==> src/rtl/dmem_pkg.sv <==
// +--------------------------------------------------------------------+
// | dmem_pkg : shared constants for the data-memory arbiter            |
// | Rev 1.0                                                            |
// +--------------------------------------------------------------------+
`default_nettype none

package dmem_pkg;

  localparam logic [0:0] ST_IDLE   = 1'b0;
  localparam logic [0:0] ST_ACCESS = 1'b1;

  localparam int DMEM_ADDR_W = 32;
  localparam int DMEM_DATA_W = 32;
  localparam int DMEM_DEPTH  = 1024;

  localparam logic P0 = 1'b0;
  localparam logic P1 = 1'b1;

endpackage

`default_nettype wire

==> src/rtl/dmem_rr_pick2.sv <==
// +--------------------------------------------------------------------+
// | dmem_rr_pick2 : two-way round-robin pick with lock-owner masking   |
// | Rev 1.0                                                            |
// +--------------------------------------------------------------------+
`default_nettype none

module dmem_rr_pick2
  import dmem_pkg::*;
(
  input  logic [1:0] req,
  input  logic       last,
  input  logic       owner_valid,
  input  logic       owner,
  output logic       winner,
  output logic       any_eligible
);

  logic [1:0] w_elig;

  // A valid owner makes the other port invisible to arbitration.
  always_comb begin
    w_elig[P0] = req[P0] & ~(owner_valid & (owner == P1));
    w_elig[P1] = req[P1] & ~(owner_valid & (owner == P0));
  end

  assign any_eligible = |w_elig;
  assign winner       = (&w_elig) ? ~last : w_elig[P1];

endmodule

`default_nettype wire

==> src/rtl/dmem_arbiter.sv <==
// +--------------------------------------------------------------------+
// | dmem_arbiter : two-port round-robin sequencer for the data memory  |
// | Option macro: DMEM_ARB_RANGE_CHK_EN (address range check, pN_err)  |
// | Rev 1.0                                                            |
// +--------------------------------------------------------------------+
`default_nettype none

module dmem_arbiter
  import dmem_pkg::*;
#(
  parameter int ADDR_W = DMEM_ADDR_W,
  parameter int DATA_W = DMEM_DATA_W,
  parameter int DEPTH  = DMEM_DEPTH
) (
  input  logic              clock,
  input  logic              reset_n,
  input  logic              p0_req,
  input  logic              p0_we,
  input  logic              p0_lock,
  input  logic [ADDR_W-1:0] p0_addr,
  input  logic [DATA_W-1:0] p0_wdata,
  output logic              p0_gnt,
  output logic              p0_rvalid,
  output logic [DATA_W-1:0] p0_rdata,
  input  logic              p1_req,
  input  logic              p1_we,
  input  logic              p1_lock,
  input  logic [ADDR_W-1:0] p1_addr,
  input  logic [DATA_W-1:0] p1_wdata,
  output logic              p1_gnt,
  output logic              p1_rvalid,
  output logic [DATA_W-1:0] p1_rdata,
  output logic              mem_write,
  output logic              mem_read,
  output logic [ADDR_W-1:0] mem_daddress,
  output logic [DATA_W-1:0] mem_din,
  input  logic [DATA_W-1:0] mem_dout
`ifdef DMEM_ARB_RANGE_CHK_EN
  ,
  output logic              p0_err,
  output logic              p1_err
`endif
);

`ifdef DMEM_ARB_RANGE_CHK_EN
  localparam bit c_range_chk = 1'b1;
`else
  localparam bit c_range_chk = 1'b0;
`endif

  logic [0:0]        r_state;
  logic              r_last;
  logic              r_owner_valid;
  logic              r_owner;
  logic              r_win;
  logic              r_is_read;
  logic              r_oor;

  logic              w_lock_held;
  logic              w_winner;
  logic              w_any;
  logic              w_we;
  logic              w_lock;
  logic              w_oor;
  logic [ADDR_W-1:0] w_addr;
  logic [DATA_W-1:0] w_wdata;

  // Ownership survives an IDLE edge only while the owner keeps its lock up.
  assign w_lock_held = r_owner_valid & ((r_owner == P1) ? p1_lock : p0_lock);

  dmem_rr_pick2 u_pick (
    .req          ({p1_req, p0_req}),
    .last         (r_last),
    .owner_valid  (w_lock_held),
    .owner        (r_owner),
    .winner       (w_winner),
    .any_eligible (w_any)
  );

  assign w_addr  = (w_winner == P1) ? p1_addr  : p0_addr;
  assign w_wdata = (w_winner == P1) ? p1_wdata : p0_wdata;
  assign w_we    = (w_winner == P1) ? p1_we    : p0_we;
  assign w_lock  = (w_winner == P1) ? p1_lock  : p0_lock;
  assign w_oor   = c_range_chk & (w_addr >= ADDR_W'(DEPTH));

  always_ff @(posedge clock or negedge reset_n) begin
    if (!reset_n) begin
      r_state       <= ST_IDLE;
      r_last        <= P1;
      r_owner_valid <= 1'b0;
      r_owner       <= P0;
      r_win         <= P0;
      r_is_read     <= 1'b0;
      r_oor         <= 1'b0;
      p0_gnt        <= 1'b0;
      p1_gnt        <= 1'b0;
      p0_rvalid     <= 1'b0;
      p1_rvalid     <= 1'b0;
      p0_rdata      <= '0;
      p1_rdata      <= '0;
      mem_write     <= 1'b0;
      mem_read      <= 1'b0;
      mem_daddress  <= '0;
      mem_din       <= '0;
`ifdef DMEM_ARB_RANGE_CHK_EN
      p0_err        <= 1'b0;
      p1_err        <= 1'b0;
`endif
    end else begin
      case (r_state)
        ST_IDLE: begin
          p0_rvalid <= 1'b0;
          p1_rvalid <= 1'b0;
`ifdef DMEM_ARB_RANGE_CHK_EN
          p0_err    <= 1'b0;
          p1_err    <= 1'b0;
`endif
          p0_gnt    <= w_any & (w_winner == P0);
          p1_gnt    <= w_any & (w_winner == P1);
          if (w_any) begin
            mem_daddress  <= w_addr;
            mem_din       <= w_wdata;
            mem_write     <= w_we & ~w_oor;
            mem_read      <= ~w_we & ~w_oor;
            r_win         <= w_winner;
            r_is_read     <= ~w_we;
            r_oor         <= w_oor;
            r_last        <= w_winner;
            r_owner_valid <= w_lock_held | w_lock;
            r_owner       <= w_lock ? w_winner : r_owner;
            r_state       <= ST_ACCESS;
          end else begin
            mem_write     <= 1'b0;
            mem_read      <= 1'b0;
            r_owner_valid <= w_lock_held;
          end
        end
        default: begin
          // Memory answered on the negedge inside this cycle; mem_dout is settled.
          p0_gnt    <= 1'b0;
          p1_gnt    <= 1'b0;
          mem_write <= 1'b0;
          mem_read  <= 1'b0;
          if (r_is_read) begin
            if (r_win == P0) begin
              p0_rvalid <= 1'b1;
              p0_rdata  <= r_oor ? '0 : mem_dout;
            end else begin
              p1_rvalid <= 1'b1;
              p1_rdata  <= r_oor ? '0 : mem_dout;
            end
          end
`ifdef DMEM_ARB_RANGE_CHK_EN
          p0_err <= r_oor & (r_win == P0);
          p1_err <= r_oor & (r_win == P1);
`endif
          r_state <= ST_IDLE;
        end
      endcase
    end
  end

endmodule

`default_nettype wire

==> config.mk <==
export PLATFORM = sky130hd
export DESIGN_NAME = dmem_arbiter
export DESIGN_NICKNAME = d
export VERILOG_FILES = /design/src/rtl/dmem_pkg.sv /design/src/rtl/dmem_rr_pick2.sv /design/src/rtl/dmem_arbiter.sv
export SDC_FILE = /design/constraint.sdc
export NUM_CORES = 1
export LEC_CHECK = 0
export CAP_MARGIN = 30
export CORE_ASPECT_RATIO = 1.5
export CORE_MARGIN = 4
export CORE_UTILIZATION = 40
export CTS_BUF_LIST = sky130_fd_sc_hd__clkbuf_8
export CTS_CLUSTER_SIZE = 20
export DETAILED_ROUTE_END_ITERATION = 16
export PLACE_DENSITY = 0.9
export SYNTH_ARGS = -nofsm -noshare
export SYNTH_HDL_FRONTEND = slang
export SYNTH_SLANG_ARGS = --single-unit
==> constraint.sdc <==
create_clock -name clock -period 2.2 [get_ports clock]
set_input_delay 0.44 -clock clock [delete_from_list [all_inputs] [get_ports clock]]
set_output_delay 0.44 -clock clock [all_outputs]
set_load 0.01 [all_outputs]
# Yosys cells after proc, flatten, opt, wreduce, memory -nomap -nowiden
# Index checks and enable logic that the tools add are counted.
classes:
  add_sub_neg: 0
  n_mul: 0
  div: 0
  n_lt_le_gt_ge: 0
  n_eq_ne: 3
  n_shift: 0
  muxes: 21
  n_bitwise: 16
  n_reduce_logical: 8
op_table:
  columns: ["cell", "n"]
  rows:
  - ["32-bit two-way mux", 2]
  - ["1-bit two-way mux", 19]
  - ["3-bit AND reduction", 3]
  - ["1-bit NOT", 8]
  - ["2-bit AND reduction", 4]
  - ["1-bit AND", 7]
  - ["2-bit by 1-bit inequality test with 1-bit output, second input constant", 2]
  - ["2-bit inequality test, second input constant", 1]
  - ["2-bit OR reduction", 1]
  - ["1-bit bitwise OR", 1]
totals:
  reg_bits: 140
  latchBits: 0
  mem_bits_rw: 0
  rom_bits: 0
  wordCells: 64
  mem_count: 0

# Logic depth before layout (Yosys ltp)
# Gate-level depths: netlist (run 1).
depth:
  depth_word: 11
  depth_mapped: 9

# Modules after synthesis
# From an unflattened synthesis (run 1), not the netlist that was laid out.
hier_totals:
  cells_unflattened: 457
  area_unflattened_um2: 5845.6
modules_own_cells:
  columns: ["module", "instances", "cells_per_inst", "area_per_inst_um2", "seq_area_each_um2"]
  rows:
  - ["dmem_arbiter", 1, 452, 5805.6, 3504.6]
  - ["dmem_rr_pick2", 1, 5, 40.0, 0.0]

# Worst setup path after synthesis (run 1)
# Ideal clock, no wire load.
synth_path:
  kind: "input -> register"
  startpoint: "in p0_lock"
  endpoint: "reg mem_daddress[25]"
  setup_time_ps: 126
  arrival_ps: 1667
  required_ps: 2074
  setup_slack_ps: 407
  cell_stages: 6
  path_cell_list: "and3b_1 -> a311o_1 -> buf_6 -> buf_6 -> and3_1 -> a221o_1"
synth_between:
  elab_chain_cells: 8
  word_cells_on_any_way: 13
  classes_between: "mux: 3; bitwise: 7; reduce/logical: 3"
synth_rtl:
  columns: ["element", "line", "rtl"]
  rows:
  - ["start: declaration", "dmem_arbiter.sv:19", "input logic p0_lock,"]
  - ["1-bit two-way mux (*)", "dmem_arbiter.sv:69", "assign w_lock_held = r_owner_valid & ((r_owner == P1) ? p1_lock : p0_lock);"]
  - ["1-bit AND (*)", "dmem_arbiter.sv:69", null]
  - ["1-bit AND, on equally long branches", "dmem_rr_pick2.sv:22, dmem_rr_pick2.sv:23", null]
  - ["1-bit NOT, on equally long branches", "dmem_rr_pick2.sv:22, dmem_rr_pick2.sv:23", null]
  - ["1-bit AND, on equally long branches", "dmem_rr_pick2.sv:22, dmem_rr_pick2.sv:23", null]
  - ["2-bit AND reduction", "dmem_rr_pick2.sv:27", "assign winner = (&w_elig) ? ~last : w_elig[P1];"]
  - ["1-bit two-way mux", "dmem_rr_pick2.sv:27", null]
  - ["32-bit two-way mux", "dmem_arbiter.sv:80", "assign w_addr = (w_winner == P1) ? p1_addr : p0_addr;"]
  - ["end signal: assignment", "dmem_arbiter.sv:121", "mem_daddress <= w_addr;"]
  - ["end: declaration", "dmem_arbiter.sv:35", "output logic [ADDR_W-1:0] mem_daddress,"]
# Every way passes the cells marked *; elsewhere a longest branch is shown, timed or not.
# A chain may end at the register's enable or synchronous reset.

# Worst setup path after layout (run 1)
layout_path:
  startpoint: "in p0_lock"
  endpoint: "reg mem_daddress[19]"
# The elaborated chain is that of the path after synthesis.

==> reports/summary.txt, run 1 <==
Setup crit start kind -> input port
Pre-antenna DRT Iters -> 4
initial antenna violation count -> 0
Mapped Area -> 5640 um^2
CTS Buf Count -> 17
post-route cell area -> 9340 um^2
Resized Gates After CTS -> 0
largest net degree at the start of global routing -> 141
P&R area growth vs syn -> 65.5%
CP Capture Type -> flip-flop
core occupancy in the finished layout -> 68.4%
Peak Freq -> 533 MHz
Most used DFF post-synth -> dfrtp_1
Clock Sinks -> 140
Static Leakage -> 4.11 nW
hold slack -> 0.0504 ns
Remaining DRCs -> 0
clock skew -> 0.0167 ns
n_diodes -> 0
Vert. Die Dim -> 153 um
Seq cells post-synth -> 140
asr flop ratio synth -> 100%
proportion of layout cells with a drive suffix above 1 -> 16.9%
Setup violations, final -> 0
Vias -> 4771
nets -> 867
post-synth cell types -> 28
post-route insts no fill -> 873
setup TNS -> 0 ns
Yosys top cell by area -> dfrtp_1
first-pass GRT wire length -> 28.0 mm
Worst-path clk slew -> 0.08 ns
Area after DPL -> 8900 um^2
Die Area -> 16100 um^2
EDFF count, synth -> 0
maximum capacitance violations -> 0
Routed WL per cell -> 20.6 um
Top Ports -> 302
CORE AREA -> 13700 um^2
Yosys top cell area share -> 61.6%
Critical Path AT -> 2.23 ns
# rows -> 52
Slew Limit Headroom -> 46.3%
initial core utilization -> 41.3%
vias in the first global route -> 5300
minimum clock period -> 1.88 ns
CTS Buffer Depth -> 2
Worst-Skew Late Latency -> 0.43 ns
Overflow after GRT -> 0
final hold violation count -> 0
Req. time, crit path -> 2.56 ns
Hold Crit Class -> in2async
post-CTS setup repair buffer count -> 0
Avg Inst Size Synth -> 14.1 um^2
clock tree root buffer cell -> clkbuf_8
outcome -> complete, no violations
Worst VDD drop -> 0.659 mV
placed cells -> 842
Starting DRT DRC Count -> 207
Final ANT Viol Nets -> 0
unrepaired setup endpoints after global routing -> false
RePlAce Congestion -> 0.806
Final Cycle Share -> 85.3%
sequential cell area fraction in the yosys report -> 62.1%
final worst setup slack -> 0.324 ns
H-tree Lvls -> 4
Tightest Pin Transition -> 0.805 ns
final slew viol count -> 0
critical path peak fanout -> 39
Post-Place Setup Slack -> -0.101 ns
Yosys warning total -> 0
I/O Buffers -> 301
DP Wirelength -> 13.1 mm
vias per inst -> 5.47
final wirelength -> 18.0 mm
synth top area cells -> dfrtp_1, mux2_2, a221o_1, and3_1, clkbuf_1
Post-CTS Hold Fix Bufs -> 0
CTS tree -> yes
Power Total -> 13.1 mW
Synth Net Count -> 567
Tot GR Track Use -> 22.0%
Crit Path Category -> in2reg
Synth Instances -> 399
DIE WIDTH -> 105 um
Cell Pwr Density -> 1400 nW/um^2
[cells in the final DEF (no fill, tap or decap), types with 3 or more instances in the layout]
| cell type | synthesis | layout |
|---|---|---|
| dfrtp_1 | 139 | 139 |
| bufinv_16 | 0 | 4 |
| buf_12 | 0 | 7 |
| inv_6 | 0 | 5 |
| buf_4 | 1 | 9 |
| nand2_1 | 4 | 4 |
| clkdlybuf4s50_1 | 0 | 300 |
| and3_1 | 65 | 65 |
| clkbuf_8 | 0 | 17 |
| a221o_1 | 64 | 64 |
| o21ai_0 | 3 | 3 |
| mux2_2 | 66 | 66 |
[power breakdown]
group / total [mW] / leakage [nW] / switching (mW) / internal [mW]
clock: 2.34 / 0.222 / 1.07 / 1.26
combinational: 6.11 / 2.22 / 2.36 / 3.75
sequential: 4.68 / 1.67 / 0.820 / 3.86
[synthesized netlist by cell type (2+ instances only)]
master      n
a21oi_1     2
dfrtp_1   139
a221o_1    64
nand3_1     2
and2_1      2
clkbuf_1   20
o21ai_0     3
nand2_1     4
mux2_2     66
buf_6       3
and3_1     65
a21o_1      2
buf_2      10
mux2i_1     2
nand2b_1    2
[cell families (layout without fill, tap and decap cells)]
| family | Yosys count | in the layout | share of synthesized area, % |
|---|---|---|---|
| buf+inv | 38 | 350 | 3.24 |
| simple gates | 79 | 79 | 8.56 |
| compound gates | 74 | 74 | 12.6 |
| flops | 140 | 140 | 62.1 |
| mux | 68 | 68 | 13.5 |
[area by class of cell]
type	instances	area, um^2
Tap cell	162	203
Sequential cell	140	3500
Multi-Input combinational cell	221	1960
Clock buffer	17	234
Clock inverter	14	208
Timing Repair Buffer	317	3220
Fill cell	927	4320
Inverter	2	7.51
[worst paths after layout]
kind / startpoint / end / slack [ns] / cells after the start
worst min-delay path: reset_n / p1_rdata[21] / 0.05 / 2
worst min register to register: p0_rvalid / p0_rvalid / 0.49 / 2
worst max register to register: r_owner / mem_daddress[19] / 0.35 / 6
max in group asynchronous: reset_n / p1_rdata[30] / 1.48 / 2
min in group clock: p0_rvalid / p0_rvalid / 0.49 / 2
worst max-delay path: p0_lock / mem_daddress[19] / 0.32 / 7
[registers in the layout (all words and copies together) (netlist names), 32 cells and up]
signal        count
mem_din          32
p0_rdata         32
p1_rdata         32
mem_daddress     32
[per-layer routing]
metal	vias up	track usage, %	part of all wire [%]
met4	0	9.01	3.3
met1	2343	24.6	38
met2	257	39.3	52
met5	-	0	0
met3	35	6.08	6.9
li1	2136	-	-
[critical path, cell delays in order]
cell,delay (ns)
clkdlybuf4s50_1,0.44
and3b_1,0.19
a311o_2,0.42
buf_12,0.18
nor2_4,0.14
buf_12,0.21
a221o_1,0.18
Note: power is estimated with default switching activity, not from simulation.
==> run 2, diff against run 1 <==
Settings changed: CORE_UTILIZATION 40 to 25, PLACE_DENSITY 0.9 to unset.
==> run 2 against run 1 <==
Non-clock buffer count increased by 4. Largest cell class unchanged. Via count decreased by 2.2%. Final cell count increased by 14%. Setup slack got worse by 0.0058 ns. Critical endpoint is now mem_daddress[24]. Power decreased by 1.4%. Die area increased by 56%.
==> reports/summary.txt, run 2 (same netlist as run 1, synthesis figures left out) <==
outcome -> complete, no violations (unchanged)
post-CTS setup repair buffer count -> 0 (unchanged)
commonest non-fill, non-tap cell in the layout -> clkdlybuf4s50_1 (unchanged)
CORE AREA -> 22300 um^2 (was 13700 um^2)
Critical Path AT -> 2.20 ns (was 2.23 ns)
CP Launch Point -> p1_lock (was p0_lock)
Post-Place Setup Slack -> -0.139 ns (was -0.101 ns)
Pre-antenna DRT Iters -> 4 (unchanged)
Hold Crit Class -> in2async (unchanged)
Slew Limit Headroom -> 68.9% (was 46.3%)
Crit Reg-Reg Startpoint -> r_owner (unchanged)
Crit Path Category -> in2reg (unchanged)
final slew viol count -> 0 (unchanged)
highest routed metal layer -> met4 (unchanged)
fillcell total -> 2080 (was 927)
Setup crit start kind -> input port (unchanged)
minimum clock period -> 1.88 ns (about the same)
final hold violation count -> 0 (unchanged)
P&R area growth vs syn -> 68.2% (was 65.5%)
Top Ports -> 302 (unchanged)
initial core utilization -> 25.3% (was 41.3%)
Remaining DRCs -> 0 (unchanged)
wire length on met1 -> 6.91 mm (was 6.83 mm)
Overflow after GRT -> 0 (unchanged)
unrepaired setup endpoints after global routing -> false (unchanged)
DP Wirelength -> 13.9 mm (was 13.1 mm)
Worst-Skew Late Latency -> 0.44 ns (was 0.43 ns)
I/O Buffers -> 301 (unchanged)
CP Capture Type -> flip-flop (unchanged)
Tightest Pin Transition -> 0.466 ns (was 0.805 ns)
H-tree Lvls -> 4 (unchanged)
placed cells -> 959 (was 842)
Final ANT Viol Nets -> 0 (unchanged)
Worst-path clk slew -> 0.08 ns (about the same)
DIE WIDTH -> 131 um (was 105 um)
Setup violations, final -> 0 (unchanged)
Routed WL per cell -> 18.2 um (was 20.6 um)
Final Cycle Share -> 85.5% (was 85.3%)
post-route insts no fill -> 992 (was 873)
maximum capacitance violations -> 0 (unchanged)
final wirelength -> 18.1 mm (was 18.0 mm)
worst path cell trace -> clkdlybuf4s50_1, buf_4, and3_1, o22a_2, inv_2, buf_4, and3_1, a221o_1 (was clkdlybuf4s50_1, and3b_1, a311o_2, buf_12, nor2_4, buf_12, a221o_1)
Resized Gates After CTS -> 0 (unchanged)
largest net degree at the start of global routing -> 67 (was 141)
commonest cells after routing, fill and taps aside -> clkdlybuf4s50_1, dfrtp_1, mux2_2 (unchanged)
initial antenna violation count -> 0 (unchanged)
Post-CTS Hold Fix Bufs -> 1 (was 0)
CTS Buf Count -> 17 (unchanged)
Starting DRT DRC Count -> 116 (was 207)
Req. time, crit path -> 2.52 ns (was 2.56 ns)
clock tree root buffer cell -> clkbuf_8 (unchanged)
Power Total -> 12.9 mW (was 13.1 mW)
Area after DPL -> 9060 um^2 (was 8900 um^2)
proportion of layout cells with a drive suffix above 1 -> 17.0% (was 16.9%)
final worst setup slack -> 0.318 ns (was 0.324 ns)
nets -> 871 (was 867)
vias per inst -> 4.70 (was 5.47)
CTS tree -> yes (unchanged)
CTS Buffer Depth -> 2 (unchanged)
Worst VDD drop -> 0.544 mV (was 0.659 mV)
met3 routed WL -> 1.69 mm (was 1.24 mm)
critical path peak fanout -> 31 (was 39)
Cell Pwr Density -> 1360 nW/um^2 (was 1400 nW/um^2)
Vias -> 4667 (was 4771)
setup TNS -> 0 ns (unchanged)
Static Leakage -> 4.12 nW (was 4.11 nW)
Die Area -> 25100 um^2 (was 16100 um^2)
CP max stage delay -> 0.48 ns (was 0.44 ns)
post-route cell area -> 9490 um^2 (was 9340 um^2)
clock skew -> 0.0108 ns (was 0.0167 ns)
RePlAce Congestion -> 0.813 (was 0.806)
Peak Freq -> 531 MHz (was 533 MHz)
Clock Sinks -> 140 (unchanged)
Vert. Die Dim -> 192 um (was 153 um)
# rows -> 67 (was 52)
crit path max-delay cell type -> clkdlybuf4s50_1 (unchanged)
vias in the first global route -> 5194 (was 5300)
Tot GR Track Use -> 14.5% (was 22.0%)
first-pass GRT wire length -> 28.0 mm (about the same)
n_diodes -> 0 (unchanged)
routed wl met2 -> 8.95 mm (was 9.34 mm)
run 2: path summary, 6_finish.rpt:
path                       depth (start not counted)                to  slack, ns
max                                                8  mem_daddress[24]       0.32
min                                                2      p0_rdata[10]       0.50
max reg2reg                                        6  mem_daddress[18]       0.35
min reg2reg                                        1       p0_rdata[0]       0.50
max in group asynchronous                          3      p1_rdata[26]       1.02
min in group clock                                 1       p0_rdata[0]       0.50
run 2: layout make-up:
type	count	area [um^2]	share of cell area [%]
well taps	276	345	3.64
clock buffers	18	248	2.61
clock inverters	14	178	1.87
repair buffers	321	3240	34.2
flip-flops and latches	140	3500	36.9
multi-input cells	221	1970	20.7
inverters	2	7.51	0.0791
run 2: metal layers:
layer	vias up	global-route usage, %
met5	-	0
met2	247	24.0
met3	30	5.82
met1	2256	16.2
met4	0	6.45
li1	2134	-
run 2: power by group:
part	leakage [nW]	internal (mW)	switching, mW
Combinational	2.23	3.75	2.35
Sequential	1.67	3.86	0.778
Clock	0.219	1.25	0.949
run 2: through the flow:
stage,hold slack [ns],util [%]
global placement,0.380,40.6
floorplan,0.144,-
finish,0.504,42.6
detailed placement,0.380,40.6
global route,0.495,42.6
CTS,0.461,42.6
run 2: critical path: cells and delay by family:
| kind | cells | cell delay (ns) |
|---|---|---|
| AO/OA/AOI/OAI | 2 | 0.49 |
| buffers and inverters | 4 | 0.90 |
| AND/OR/NAND/NOR | 2 | 0.36 |
